--- src/rtl/mult_seq_param.sv ---
// ---------------------------------------------------------------------------
// mult_seq_param
//
// Parametrised sequential shift-add multiplier. This is the successor of the
// 32-bit multiplicador. It retires STEP multiplier bits per clock (radix
// 2^STEP) and takes the operand signedness at run time. It keeps the
// valid_data / ret_ack / Done_Flag / ack handshake of the older block.
//
// Parameters
//   WIDTH  operand width in bits (>= 2)
//   STEP   multiplier bits consumed per CALC cycle (WIDTH % STEP == 0)
//
// Ports
//   clk          single clock, everything updates on the rising edge
//   reset        synchronous, active-high, priority over all other inputs
//   a            multiplicand, sampled only at the capture edge
//   b            multiplier, sampled only at the capture edge
//   signed_mode  1 = two's-complement operands, 0 = unsigned
//   valid_data   request; operands are valid while high
//   ack          consumer has taken producto
//   producto     registered 2*WIDTH-bit product
//   Done_Flag    producto valid; held until ack
//   ret_ack      one-cycle pulse in the cycle after operand capture
//   busy         high while in CALC or DONE
//
// Optional feature
//   MULT_SEQ_EARLY_TERM_EN  when defined, the block finishes as soon as the
//   remaining multiplier bits are all zero. Latency then becomes
//   ceil((msb index of |b| + 1) / STEP), with a minimum of 1. The result is
//   the same as with the fixed latency.
// ---------------------------------------------------------------------------
module mult_seq_param #(
  parameter int WIDTH = 32,
  parameter int STEP  = 1
) (
  input  logic               clk,
  input  logic               reset,
  input  logic [WIDTH-1:0]   a,
  input  logic [WIDTH-1:0]   b,
  input  logic               signed_mode,
  input  logic               valid_data,
  input  logic               ack,
  output logic [2*WIDTH-1:0] producto,
  output logic               Done_Flag,
  output logic               ret_ack,
  output logic               busy
);

  localparam int N     = WIDTH / STEP;
  localparam int CNT_W = (N > 1) ? $clog2(N) : 1;
  localparam logic [CNT_W-1:0] LAST_CNT = CNT_W'(N - 1);
  localparam logic [CNT_W-1:0] CNT_ONE  = CNT_W'(1);

  typedef enum logic [1:0] {
    IDLE = 2'd0,
    CALC = 2'd1,
    DONE = 2'd2
  } state_t;

  state_t             state_q, state_d;
  logic [2*WIDTH-1:0] mcand_q, mcand_d;
  logic [WIDTH-1:0]   mplier_q, mplier_d;
  logic [2*WIDTH-1:0] acc_q, acc_d;
  logic [CNT_W-1:0]   cnt_q, cnt_d;
  logic               neg_q, neg_d;
  logic [2*WIDTH-1:0] prod_q, prod_d;
  logic               ret_ack_q, ret_ack_d;

  logic [WIDTH-1:0]   a_mag;
  logic [WIDTH-1:0]   b_mag;
  logic [2*WIDTH-1:0] partial;
  logic [2*WIDTH-1:0] acc_sum;
  logic [WIDTH-1:0]   mplier_shifted;
  logic               finish;

  // Operands are stored as unsigned magnitudes. A WIDTH-bit unsigned
  // magnitude still holds |most-negative|, so the datapath never needs an
  // extra bit. The sign is applied once, when the result is loaded.
  always_comb begin
    a_mag = (signed_mode && a[WIDTH-1]) ? -a : a;
    b_mag = (signed_mode && b[WIDTH-1]) ? -b : b;
  end

  // This is the radix-2^STEP partial product. It is the shifted multiplicand
  // gated by each of the low STEP multiplier bits.
  always_comb begin
    partial = '0;
    for (int i = 0; i < STEP; i++) begin
      if (mplier_q[i]) begin
        partial = partial + (mcand_q << i);
      end
    end
    acc_sum        = acc_q + partial;
    mplier_shifted = mplier_q >> STEP;
  end

  // The last CALC edge is normally fixed by the step counter. With early
  // termination, the block also stops once no multiplier bits are left.
  always_comb begin
`ifdef MULT_SEQ_EARLY_TERM_EN
    finish = (cnt_q == LAST_CNT) || (mplier_shifted == '0);
`else
    finish = (cnt_q == LAST_CNT);
`endif
  end

  // This process holds the next-state and datapath-update logic. Every
  // register holds its value unless the current state says otherwise.
  always_comb begin
    state_d   = state_q;
    mcand_d   = mcand_q;
    mplier_d  = mplier_q;
    acc_d     = acc_q;
    cnt_d     = cnt_q;
    neg_d     = neg_q;
    prod_d    = prod_q;
    ret_ack_d = 1'b0;

    case (state_q)
      IDLE: begin
        if (valid_data) begin
          mcand_d   = {{WIDTH{1'b0}}, a_mag};
          mplier_d  = b_mag;
          acc_d     = '0;
          cnt_d     = '0;
          neg_d     = signed_mode & (a[WIDTH-1] ^ b[WIDTH-1]);
          ret_ack_d = 1'b1;
          state_d   = CALC;
        end
      end

      CALC: begin
        acc_d    = acc_sum;
        mcand_d  = mcand_q << STEP;
        mplier_d = mplier_shifted;
        cnt_d    = cnt_q + CNT_ONE;
        if (finish) begin
          prod_d  = neg_q ? -acc_sum : acc_sum;
          state_d = DONE;
        end
      end

      DONE: begin
        // ack takes priority over valid_data. A new capture can only
        // happen from IDLE on a later edge.
        if (ack) begin
          state_d = IDLE;
        end
      end

      default: begin
        state_d = IDLE;
      end
    endcase
  end

  // This is the state register. Reset drops any operation in flight and
  // clears the visible product.
  always_ff @(posedge clk) begin
    if (reset) begin
      state_q   <= IDLE;
      mcand_q   <= '0;
      mplier_q  <= '0;
      acc_q     <= '0;
      cnt_q     <= '0;
      neg_q     <= 1'b0;
      prod_q    <= '0;
      ret_ack_q <= 1'b0;
    end else begin
      state_q   <= state_d;
      mcand_q   <= mcand_d;
      mplier_q  <= mplier_d;
      acc_q     <= acc_d;
      cnt_q     <= cnt_d;
      neg_q     <= neg_d;
      prod_q    <= prod_d;
      ret_ack_q <= ret_ack_d;
    end
  end

  // All outputs come from registered state. ret_ack is high only in the
  // first CALC cycle and Done_Flag only in DONE, so they never overlap.
  always_comb begin
    producto  = prod_q;
    Done_Flag = (state_q == DONE);
    ret_ack   = ret_ack_q;
    busy      = (state_q != IDLE);
  end

endmodule

--- config.mk ---
export PLATFORM = sky130hd
export DESIGN_NAME = mult_seq_param
export DESIGN_NICKNAME = d
export VERILOG_FILES = /design/src/rtl/mult_seq_param.sv
export SDC_FILE = /design/constraint.sdc
export NUM_CORES = 1
export LEC_CHECK = 0
export BUFFER_PORTS_ARGS = -buffer_cell sky130_fd_sc_hd__buf_2
export CORE_MARGIN = 1.5
export CORE_UTILIZATION = 40
export DETAILED_ROUTE_END_ITERATION = 12
export MAX_ROUTING_LAYER = met4
export PLACE_DENSITY = 0.58
export SYNTH_ARGS = -nofsm -noshare
export SYNTH_HDL_FRONTEND = slang
export SYNTH_SLANG_ARGS = --single-unit
--- constraint.sdc ---
create_clock -name clk -period 14.3 [get_ports clk]
set_input_delay 3.575 -clock clk [delete_from_list [all_inputs] [get_ports clk]]
set_output_delay 3.575 -clock clk [all_outputs]
set_load 0.01 [all_outputs]
### After elaboration in Yosys (flattened, before gate mapping)

Index checks and enable logic that the tools add are counted.

* flip-flop bits (word level): 233
* input port bits: 69
* output and inout bits: 67
* logic and storage cells: 49

* add/subtract/negate cells: 5
* eq/ne operators: 6
* mux-type cells: 17
* bitwise operators: 3
* reduce and logical (&&, ||, !) cells: 10

Operators by type and width (number)
* two-way mux 64 bit: 4
* one-hot mux 64 bit (2 select lines): 2
* two-way mux 32 bit: 3
* adder 64 bit: 1
* negation 32 bit: 2
* negation 64 bit: 1
* one-hot mux 32 bit (2 select lines): 1
* one-hot mux 5 bit (2 select lines): 1
* two-way mux 2 bit: 3
* inequality test 2 bit (second input constant): 3
* one-hot mux 2 bit (3 select lines): 1
* AND reduction 2 bit: 3
* adder 5 x 1 -> 5 bit (second input constant): 1
* == test 5 bit (second input constant): 1
* two-way mux 5 bit: 1
* nonzero test 2 bit: 2
* AND reduction 3 bit: 1
* == test 2 x 1 -> 1 bit (second input constant): 1
* == test 2 bit (second input constant): 1
* logical AND 1 bit: 2
* zero test 2 bit: 1
* OR reduction 2 bit: 1
* bitwise AND 1 bit: 1
* two-way mux 1 bit: 1
* other kinds (2): 2

### Longest topological paths before layout

* depth after elaboration: 4
* depth in mapped cells: 19
* mapped depth without buffers: 16

### Worst setup path after synthesis

Ideal clock, no wire load.

* kind: input to register
* start point: input port b[4]
* end point: register mplier_q[29]
* setup time: 0.070 ns
* data arrival time: 5.968 ns
* required time: 14.230 ns
* setup slack: 8.262 ns
* cell stages on the path: 11
* buffers on the path: 0
* path through: nor3_1 -> nand3_1 -> nor3_1 -> and2_1 -> nand2_1 -> or4_1 -> or4_1 -> o41ai_1 -> xnor2_1 -> nand2_1 -> a21oi_1

* word-level cells in the longest chain between the ends: 4

RTL lines
* from (decl): RTL line 39 `input logic [WIDTH-1:0] b,`
* negation 32 bit: RTL line 81 `b_mag = (signed_mode && b[WIDTH-1]) ? -b : b;`
* two-way mux 32 bit: RTL line 81
* two-way mux 32 bit: RTL line 121 `if (valid_data) begin`
* one-hot mux 32 bit (2 select lines): RTL line 119 `case (state_q)`
* to (signal assigned): RTL line 172 `mplier_q <= mplier_d;`
* to (decl): RTL line 62 `logic [WIDTH-1:0] mplier_q, mplier_d;`

No other way between the ends. The select of a mux whose other input is x is not followed.
A chain may end at the register's enable or synchronous reset.

### Worst setup path after layout

* start point: register mplier_q[0]
* end point: register prod_q[55], in the netlist producto[55]

* word-level cells in the longest chain between the ends: 4

RTL lines
* two-way mux 64 bit (*): RTL line 89 `if (mplier_q[i]) begin`
* adder 64 bit (*): RTL line 93 `acc_sum = acc_q + partial;`
* negation 64 bit: RTL line 138 `prod_d = neg_q ? -acc_sum : acc_sum;`
* two-way mux 64 bit (*): RTL line 138
* to (signal assigned): RTL line 176 `prod_q <= prod_d;`
* to (decl): RTL line 66 `logic [2*WIDTH-1:0] prod_q, prod_d;`

Every way passes the cells marked *; elsewhere a longest branch is shown, timed or not.

==> impl_metrics.ini <==
[run_status]
outcome = completed

[floorplan]
die-area_sq_um = 41900
initial_core_util_pct = 40.7
core-area_sq_um = 39900
die_w_um = 205
io_pins = 136
row_count = 73
dieHeight_um = 205

[place]
dp_hpwl_um = 40600
dpl_cell_area_sq_um = 17200
portBuffers = 135
gp_congestion = 1.02

[timing]
slew_viol_final = 0
rsz0062_at_grt = no
clock_skew_ns = 0.0270
hold_viol = 0
tns_ns = 0
slew_headroom_pct = 29.5
tightestPinTransition_ns = 1.06
fmax_ghz = 0.160
fin_crit_sh_pct = 43.8
setup_viol = 0
whs_ns = 0.450
min_period_ns = 6.27

[global_routing]
grt-ovfl-total = 0
grtUsageTotal_pct = 25.8
grt_first_pass_wirelength_um = 83700
grt_antenna_before_repair = 0
grt_pass1_vias = 14700
grt_max_degree = 158

[worst_setup_path]
endpoint_kind = flip-flop
worst_path_max_delay_cell = dfxtp_1
startpoint_type = flip-flop
crit_chain = buf_4, and2_1, ha_1, inv_1, fa_1, nand2b_1, a211oi_4, o211ai_1, a211oi_1, nor3_1, xor2_1, o2111ai_1, nor4_2, nand4_2, o41ai_1, xor2_1, a211oi_1
path_max_fanout = 36
crit_family = compound AO/OA/AOI/OAI gates
required_ns = 14.71
max_stage_delay_ns = 1.01
worstPathArrival_ns = 6.67
crit_buf_inv = 2
worstSetupPathType = flip-flop to flip-flop

[detailed_routing]
antenna_left = 0
initialDrtViolationCount = 1231
wl_um = 53900
num_vias = 16200
drc = 0
dr.pass1.iters = 8
avgRoutedWirePerCell_um = 19.5
via_per_inst = 5.86

[power_and_ir_drop]
ir_drop_mv = 0.0687
switching_share_pct = 27.5
powerDensity_nw_per_um2 = 91.5
p_clk_share_pct = 46.0
power.internal_uw = 1210
power_switching_uw = 458
p_leak_uw = 0.00704
p_comb_share_pct = 13.1
seqPwrFrac_pct = 40.9

[cts]
cts-buffers-inserted = 28
cts_buffer_depth = 3
cts_tree = yes
clk_pin_slew_ns = 0.06
cts_setup_buffers = 0
clk_latency_ns = 0.58
cts_max_level = 1
cts_sinks = 233
holdBufCountCts = 0
cts-root-buf = clkbuf_16
ctsResizeCount = 0

[synth]
synth_common_cells = nand2_1, a21oi_1, dfxtp_1, nor2_1, clkbuf_1
ys_top_cells_by_area = dfxtp_1, a21oi_1, nand2_1
synth_edf_count = 0
ys_warn_count = 0
async_flop_share_pct = 0
synth_most_common_cell = nand2_1
ys_ff_latch = 233
synth_nets = 2327
yosys.cell_types.count = 87
syn_inst = 2189
synth_area_sq_um = 16300
synth_top_area_share_pct = 28.7
synth_ff_type = dfxtp_1
synth_area_leader_cell = dfxtp_1
synth.avg_cell_area_sq_um = 7.43
seq_area_frac_synth_pct = 28.7

[finish]
nets = 2358
drive_above_1_share_pct = 11.1
n_antenna_cell = 0
fin_util_pct = 45.5
fin_area_sq_um = 18200
area_delta_synth_final_pct = 11.8

[worst_hold_path]
hold_class = flip-flop to flip-flop

[run]
drv_cap = 0
[cells by family (layout without fill, tap and decap cells)]
family	Yosys count	in the layout	synth area share, %
buf+inv	180	232	4.35
simple gates	862	862	25.6
flops	233	233	28.7
mux	5	5	0.308
compound gates	686	686	27.4
fa+ha+maj	69	69	5.35
xor+xnor	154	154	8.29
[state kept, by name, summed over array words and instances, names as in the netlist]
name / count
neg_q: 1
producto: 64
acc_q: 64
ret_ack: 1
state_q: 2
mplier_q: 32
mcand_q: 64
cnt_q: 5
[area by class of cell]
type,instances,area [sq um]
clock buffer,38,808
clock inverter,13,186
fill,4101,21700
inverter,27,101
multi-input combinational,1776,10900
sequential,233,4670
tap,525,657
timing repair buffer,154,837
[power groups by stage]
| stage | logic, uW | registers, uW | clock network, uW |
|---|---|---|---|
| global route | 240 | 682 | 806 |
| global placement | 215 | 694 | 0 |
| CTS | 218 | 680 | 782 |
| floorplan | 156 | 687 | 0 |
| finish | 218 | 680 | 765 |
| detailed placement | 217 | 694 | 0 |
[layout by cell type, fill, tap and decap left out, drive strengths merged, types with 75 or more instances in the layout]
master and instances:
xnor2 75, o21ai 99, and2 80, nand2 276, nand3 102, buf 154
nor2 195, xor2 79, a22oi 79, dfxtp 233, a21oi 251
[routing by layer]
layer  vias to the layer above  track usage (%)  routed length (um)
met4                         0             5.59                 909
met1                      7606             39.6               27800
met5                         -                -                   0
met2                       526             34.7               21200
met3                        43             3.96                3960
li1                       8034                -                   -
[through the flow]
step	cells	total power, uW	setup slack, ns
after floorplan	2189	843	8.26
after global placement	2715	909	7.80
after detailed placement	2715	911	7.75
after CTS	2766	1680	8.05
after global routing	2766	1730	7.50
final	2766	1660	8.03
[final timing paths]
kind / from / end / slack (ns) / depth (start not counted)
worst max-delay path: mplier_q[0]$_SDFFE_PP0P_ / producto[55]$_SDFFE_PP0P_ / 8.03 / 17
worst min-delay path: mcand_q[32]$_SDFFE_PP0P_ / mcand_q[33]$_SDFFE_PP0P_ / 0.45 / 2
worst max register to register: mplier_q[0]$_SDFFE_PP0P_ / producto[55]$_SDFFE_PP0P_ / 8.03 / 17
worst min register to register: mcand_q[32]$_SDFFE_PP0P_ / mcand_q[33]$_SDFFE_PP0P_ / 0.45 / 2
[worst reg2reg max path: cells and delay by family (launching register included)]
family          cells  cell delay (ns)
fa+ha+maj           2             0.59
flops               1             1.01
xor+xnor            2             0.45
buf+inv             2             0.43
simple gates        5             1.57
compound gates      6             2.05
Note: power is estimated with default switching activity, not from simulation.
